$ cat src/rtl/hazard_pkg.sv
// Shared types for the pipeline hazard controller: forwarding selects, vector-stall FSM states
// and the vector-occupancy counter width helper.
package hazard_pkg;

    typedef enum logic [1:0] {
        FWD_RF = 2'b00,
        FWD_W  = 2'b01,
        FWD_M  = 2'b10
    } fwd_sel_t;

    typedef enum logic {
        IDLE     = 1'b0,
        VEC_WAIT = 1'b1
    } vec_state_t;

    // Counter width for a VEC_LAT-cycle vector op, never narrower than one bit
    function automatic int unsigned vec_cnt_w(input int unsigned lat);
        return (lat > 1) ? $clog2(lat) : 1;
    endfunction

endpackage

$ cat src/rtl/forward_select.sv
// Operand forwarding select for one E-stage source register; M has priority over W.
module forward_select
    import hazard_pkg::*;
#(
    parameter int unsigned REG_AW = 4
) (
    input  logic [REG_AW-1:0] i_ra_e,
    input  logic [REG_AW-1:0] i_wa_m,
    input  logic [REG_AW-1:0] i_wa_w,
    input  logic              i_we_m,
    input  logic              i_we_w,
    output fwd_sel_t          o_sel_c
);

    always_comb begin
        o_sel_c = FWD_RF;
        if (i_we_m && (i_wa_m == i_ra_e)) begin
            o_sel_c = FWD_M;
        end else if (i_we_w && (i_wa_w == i_ra_e)) begin
            o_sel_c = FWD_W;
        end
    end

endmodule

$ cat src/rtl/hazard_controller.sv
// Five-stage pipeline hazard controller: forwarding, load-use stall, branch flush and a
// counter FSM freezing the pipe during multi-cycle vector memory ops. Define HAZARD_PERF_EN for perf counters.
module hazard_controller
    import hazard_pkg::*;
#(
    parameter int unsigned REG_AW  = 4,
    parameter int unsigned VEC_LAT = 4
) (
    input  logic              clk,
    input  logic              rst,
    input  logic [REG_AW-1:0] RA1D,
    input  logic [REG_AW-1:0] RA2D,
    input  logic [REG_AW-1:0] RA1E,
    input  logic [REG_AW-1:0] RA2E,
    input  logic [REG_AW-1:0] WA3E,
    input  logic [REG_AW-1:0] WA3M,
    input  logic [REG_AW-1:0] WA3W,
    input  logic              RegWriteM,
    input  logic              RegWriteW,
    input  logic              MemtoRegE,
    input  logic              BranchTakenE,
    input  logic              VecMemM,
    output logic [1:0]        ForwardAE,
    output logic [1:0]        ForwardBE,
    output logic              StallF,
    output logic              StallD,
    output logic              StallE,
    output logic              StallM,
    output logic              FlushD,
    output logic              FlushE,
    output logic              FlushW,
    output logic              VecBusy
`ifdef HAZARD_PERF_EN
    ,
    output logic [31:0]       PerfStallCnt,
    output logic [31:0]       PerfFlushCnt
`endif
);

    localparam int unsigned CNT_W = vec_cnt_w(VEC_LAT);
    localparam logic [CNT_W-1:0] CNT_LOAD = CNT_W'((VEC_LAT > 1) ? (VEC_LAT - 2) : 0);

    fwd_sel_t          w_fwd_a;
    fwd_sel_t          w_fwd_b;
    vec_state_t        r_state;
    vec_state_t        w_state_nxt;
    logic [CNT_W-1:0]  r_cnt;
    logic [CNT_W-1:0]  w_cnt_nxt;
    logic              r_vec_busy;
    logic              w_vstall;
    logic              w_ldstall;

    forward_select #(.REG_AW(REG_AW)) u_fwd_a (
        .i_ra_e  (RA1E),
        .i_wa_m  (WA3M),
        .i_wa_w  (WA3W),
        .i_we_m  (RegWriteM),
        .i_we_w  (RegWriteW),
        .o_sel_c (w_fwd_a)
    );

    forward_select #(.REG_AW(REG_AW)) u_fwd_b (
        .i_ra_e  (RA2E),
        .i_wa_m  (WA3M),
        .i_wa_w  (WA3W),
        .i_we_m  (RegWriteM),
        .i_we_w  (RegWriteW),
        .o_sel_c (w_fwd_b)
    );

    always_ff @(posedge clk or negedge rst) begin
        if (!rst) begin
            r_state    <= IDLE;
            r_cnt      <= '0;
            r_vec_busy <= 1'b0;
        end else begin
            r_state    <= w_state_nxt;
            r_cnt      <= w_cnt_nxt;
            r_vec_busy <= (w_state_nxt == VEC_WAIT);
        end
    end

    // The cycle the op leaves M (cnt==0) is not stalled, so the op occupies M for VEC_LAT cycles
    always_comb begin
        w_state_nxt = r_state;
        w_cnt_nxt   = r_cnt;
        w_vstall    = 1'b0;
        case (r_state)
            IDLE: begin
                if (VecMemM && (VEC_LAT > 1)) begin
                    w_vstall    = 1'b1;
                    w_cnt_nxt   = CNT_LOAD;
                    w_state_nxt = VEC_WAIT;
                end
            end
            VEC_WAIT: begin
                if (r_cnt != '0) begin
                    w_vstall  = 1'b1;
                    w_cnt_nxt = r_cnt - CNT_W'(1);
                end else begin
                    w_state_nxt = IDLE;
                end
            end
            default: begin
                w_state_nxt = IDLE;
            end
        endcase
    end

    assign w_ldstall = MemtoRegE && ((WA3E == RA1D) || (WA3E == RA2D));

    // Everything is forced quiet while reset is held
    assign ForwardAE = rst ? w_fwd_a : FWD_RF;
    assign ForwardBE = rst ? w_fwd_b : FWD_RF;
    assign StallF    = rst && (w_vstall || w_ldstall);
    assign StallD    = rst && (w_vstall || w_ldstall);
    assign StallE    = rst && w_vstall;
    assign StallM    = rst && w_vstall;
    assign FlushW    = rst && w_vstall;
    assign FlushD    = rst && !w_vstall && BranchTakenE;
    assign FlushE    = rst && !w_vstall && (BranchTakenE || w_ldstall);
    assign VecBusy   = r_vec_busy;

`ifdef HAZARD_PERF_EN
    logic [31:0] r_perf_stall;
    logic [31:0] r_perf_flush;

    always_ff @(posedge clk or negedge rst) begin
        if (!rst) begin
            r_perf_stall <= '0;
            r_perf_flush <= '0;
        end else begin
            if (StallF) begin
                r_perf_stall <= r_perf_stall + 32'd1;
            end
            if (FlushD || FlushE) begin
                r_perf_flush <= r_perf_flush + 32'd1;
            end
        end
    end

    assign PerfStallCnt = r_perf_stall;
    assign PerfFlushCnt = r_perf_flush;
`endif

endmodule

$ cat config.mk
export PLATFORM = sky130hd
export DESIGN_NAME = hazard_controller
export DESIGN_NICKNAME = d
export VERILOG_FILES = /design/src/rtl/hazard_pkg.sv /design/src/rtl/forward_select.sv /design/src/rtl/hazard_controller.sv
export SDC_FILE = /design/constraint.sdc
export NUM_CORES = 1
export LEC_CHECK = 0
export BUFFER_PORTS_ARGS = -buffer_cell sky130_fd_sc_hd__buf_2
export CAP_MARGIN = 15
export CORE_MARGIN = 5
export CORE_UTILIZATION = 31
export DETAILED_ROUTE_END_ITERATION = 8
export PLACE_DENSITY = 0.73
export SETUP_SLACK_MARGIN = 0.4
export SKIP_CTS_REPAIR_TIMING = 1
export SYNTH_ARGS = -nofsm -noshare
export SYNTH_HDL_FRONTEND = slang
export SYNTH_SLANG_ARGS = --single-unit
$ cat constraint.sdc
create_clock -name clk -period 1.2 [get_ports clk]
set_input_delay 0.06 -clock clk [delete_from_list [all_inputs] [get_ports clk]]
set_output_delay 0.06 -clock clk [all_outputs]
set_load 0.005 [all_outputs]
==> flow_summary.ini <==
[final_layout]
antenna_cells = 0
multiInputGateArea_um2 = 493.0
nNetsFinal = 152
drive_above_1_share_pct = 66.96
layout.area.seq_um2 = 76.32
nFillCells = 125
syn_to_final_growth_pct = 107.3
final_common_cell = buf_2
layout_common_cells = 33 x buf_2, 12 x xor2_1, 11 x buf_6

[floorplan]
die_h_um = 49.47
coreArea_um2 = 1489
initial_core_util_pct = 32.44
dieArea_um2 = 2447
die_w_um = 49.47
rows = 14
num_io_pins = 47

[routing]
via_per_inst = 4.550
first_iter_violations = 1
vias = 596
ant_nets = 0
wirelength_mm = 1.757
drt-pass1-iter-count = 4
drc = 0
wl_per_cell_um = 13.41

[logic_synthesis]
synth.distinct_cells = 18
avgSynthCellArea_um2 = 8.049
syn-cell-area_um2 = 483.0
syn_inst = 60
ys_warn_count = 0
synth_seq_cells = 3
synth_nets = 96
ys_seq_area_share_pct = 15.54

[sta]
finalCritPeriodShare_pct = 122.9
worst_pin_slew_ns = 0.3724
fin_skew_ns = 0.00003830
fmax_ghz = 0.6779
min_period_ns = 1.475
setup_viol_count_final = 7
rsz0062_at_grt = true
setup_slack_ns = -0.2752
hold_viol = 0
setup_tns_ns = -1.580
slew_viol_final = 0
relSlewSlack_pct = 75.06

[pwr]
leakage_nw = 0.4967
ir_worst_vdd_uv = 542.7
power_density_nw_per_um2 = 1322
total_power_mw = 1.323

[worst_setup_path]
cp_cell_sequence = inv_2, ha_4, nand2b_4, o21ai_4, and2_4, nand2b_4, buf_6
crit_type = flip-flop to output pin
cp_top_family = simple AND/OR/NAND/NOR gates
start_kind = flip-flop
cp.required_ns = 1.14
cpMaxStageDelayCell = dfrtp_1
cp_max_fo = 3
cp_common_cell = nand2b_4
worstPathArrival_ns = 1.42
critical_path.max_stage_delay_ns = 0.39
endpoint_kind = output pin
path_buf_inv = 2

[outcome]
violations = negative setup slack
status = finished, violations left

[grt]
grt_pass1_vias = 642
groute.layer.met3.usage_pct = 3.614
grt_overflow = 0
grt_busiest_layer = met2
grt_pass1_wl_mm = 2.553
grt_antenna_before_repair = 0
grt_max_degree = 10
use_met2_pct = 24.25
grt_usage_pct = 13.02
met1_usage_pct = 13.42

[flow_run]
drv_cap = 0

[clock_tree]
clock_latency_ns = 0.23
cts_buffer_depth = 2
numCtsBuffers = 3
cts_max_level = 1
cts-root-buf = clkbuf_4
cts_tree = done
clkTransAtPathRegs_ns = 0.03
clock-sinks = 3

[place]
gp_congestion = 0.7793
port_buffers = 46
dp_hpwl_mm = 1.331

[worst_hold_path]
hold_class = input port to flip-flop
## final timing paths
path,from,to,slack [ns],cells after the start
max,r_cnt[1]$_DFFE_PN0P_,StallF,-0.28,7
min,VecMemM,r_cnt[1]$_DFFE_PN0P_,0.13,3
max reg2reg,r_cnt[1]$_DFFE_PN0P_,r_cnt[0]$_DFFE_PN0P_,0.06,6
min reg2reg,r_cnt[0]$_DFFE_PN0P_,r_cnt[0]$_DFFE_PN0P_,0.58,2
max in group asynchronous,rst,VecBusy$_DFF_PN0_,0.77,2
min in group asynchronous,rst,r_cnt[1]$_DFFE_PN0P_,0.27,2
## metrics by stage
step / instance area, µm² / cells / utilization [%] / worst slack, ns / hold slack (ns)
5_1_grt: 1001 / 131 / 67.23 / -0.3267 / 0.1663
4_1_cts: 797.0 / 126 / 53.53 / -0.2905 / -0.3473
3_5_place_dp: 770.7 / 122 / 51.76 / -0.02287 / -0.1013
2_1_floorplan: 524.3 / 60 / - / -0.03638 / -0.2356
6_report: 1001 / 131 / 67.23 / -0.2752 / 0.1310
3_3_place_gp: 770.7 / 122 / 51.76 / -0.004107 / -0.1044
## registers in the layout (all words and copies together), names as in the netlist
name and cells:
VecBusy 1, r_cnt 2
## Yosys cell counts
master | number | area, µm²
inv_1 | 3 | 11.26
o211ai_1 | 1 | 7.510
nand3_1 | 2 | 10.01
nor3_1 | 1 | 5.000
nor2_1 | 2 | 7.510
dfrtp_1 | 3 | 75.07
xnor2_1 | 8 | 70.07
a21oi_1 | 2 | 10.01
mux2i_1 | 1 | 10.01
ha_1 | 1 | 12.51
a21oi_2 | 1 | 8.760
nor4_1 | 6 | 37.54
xor2_1 | 16 | 140.1
nand2_1 | 4 | 15.01
buf_4 | 3 | 22.52
and2_1 | 3 | 18.77
o21ai_2 | 1 | 8.760
nand2b_1 | 2 | 12.51
## area by class of cell
| cell class | instances | area share (%) |
|---|---|---|
| clock buffer | 4 | 2.625 |
| timing repair buffer | 54 | 37.38 |
| tap | 16 | 2.000 |
| inverter | 3 | 1.125 |
| sequential | 3 | 7.625 |
| multi-input combinational | 51 | 49.25 |
## report_power, final
group	switching, mW	total [mW]	internal [mW]	leakage, nW
Clock	0.0476	0.172	0.124	0.0150
Sequential	0.0607	0.220	0.160	0.0332
Combinational	0.369	0.931	0.562	0.449
Total	0.477	1.32	0.846	0.497
## cells by family after synthesis
logic type	Yosys count	synth area share (%)
fa+ha+maj	1	2.590
buf+inv	6	6.994
mux	1	2.073
compound gates	5	7.255
simple gates	20	22.02
xor+xnor	24	43.52
flops	3	15.54
## routing by layer
layer  wire length (µm)  vias up
met5                  0        -
met4                  4        0
met3                106        2
met2               1028       19
met1                617      271
li1                   -      304
## worst register-to-register path: stages, from the launching register on
cell and delay, ns:
dfrtp_1 0.39, inv_2 0.07, ha_4 0.13, nand2b_4 0.13, o21ai_4 0.05, buf_4 0.15
mux2i_1 0.14
No activity file was read; power rests on OpenSTA's default activity.
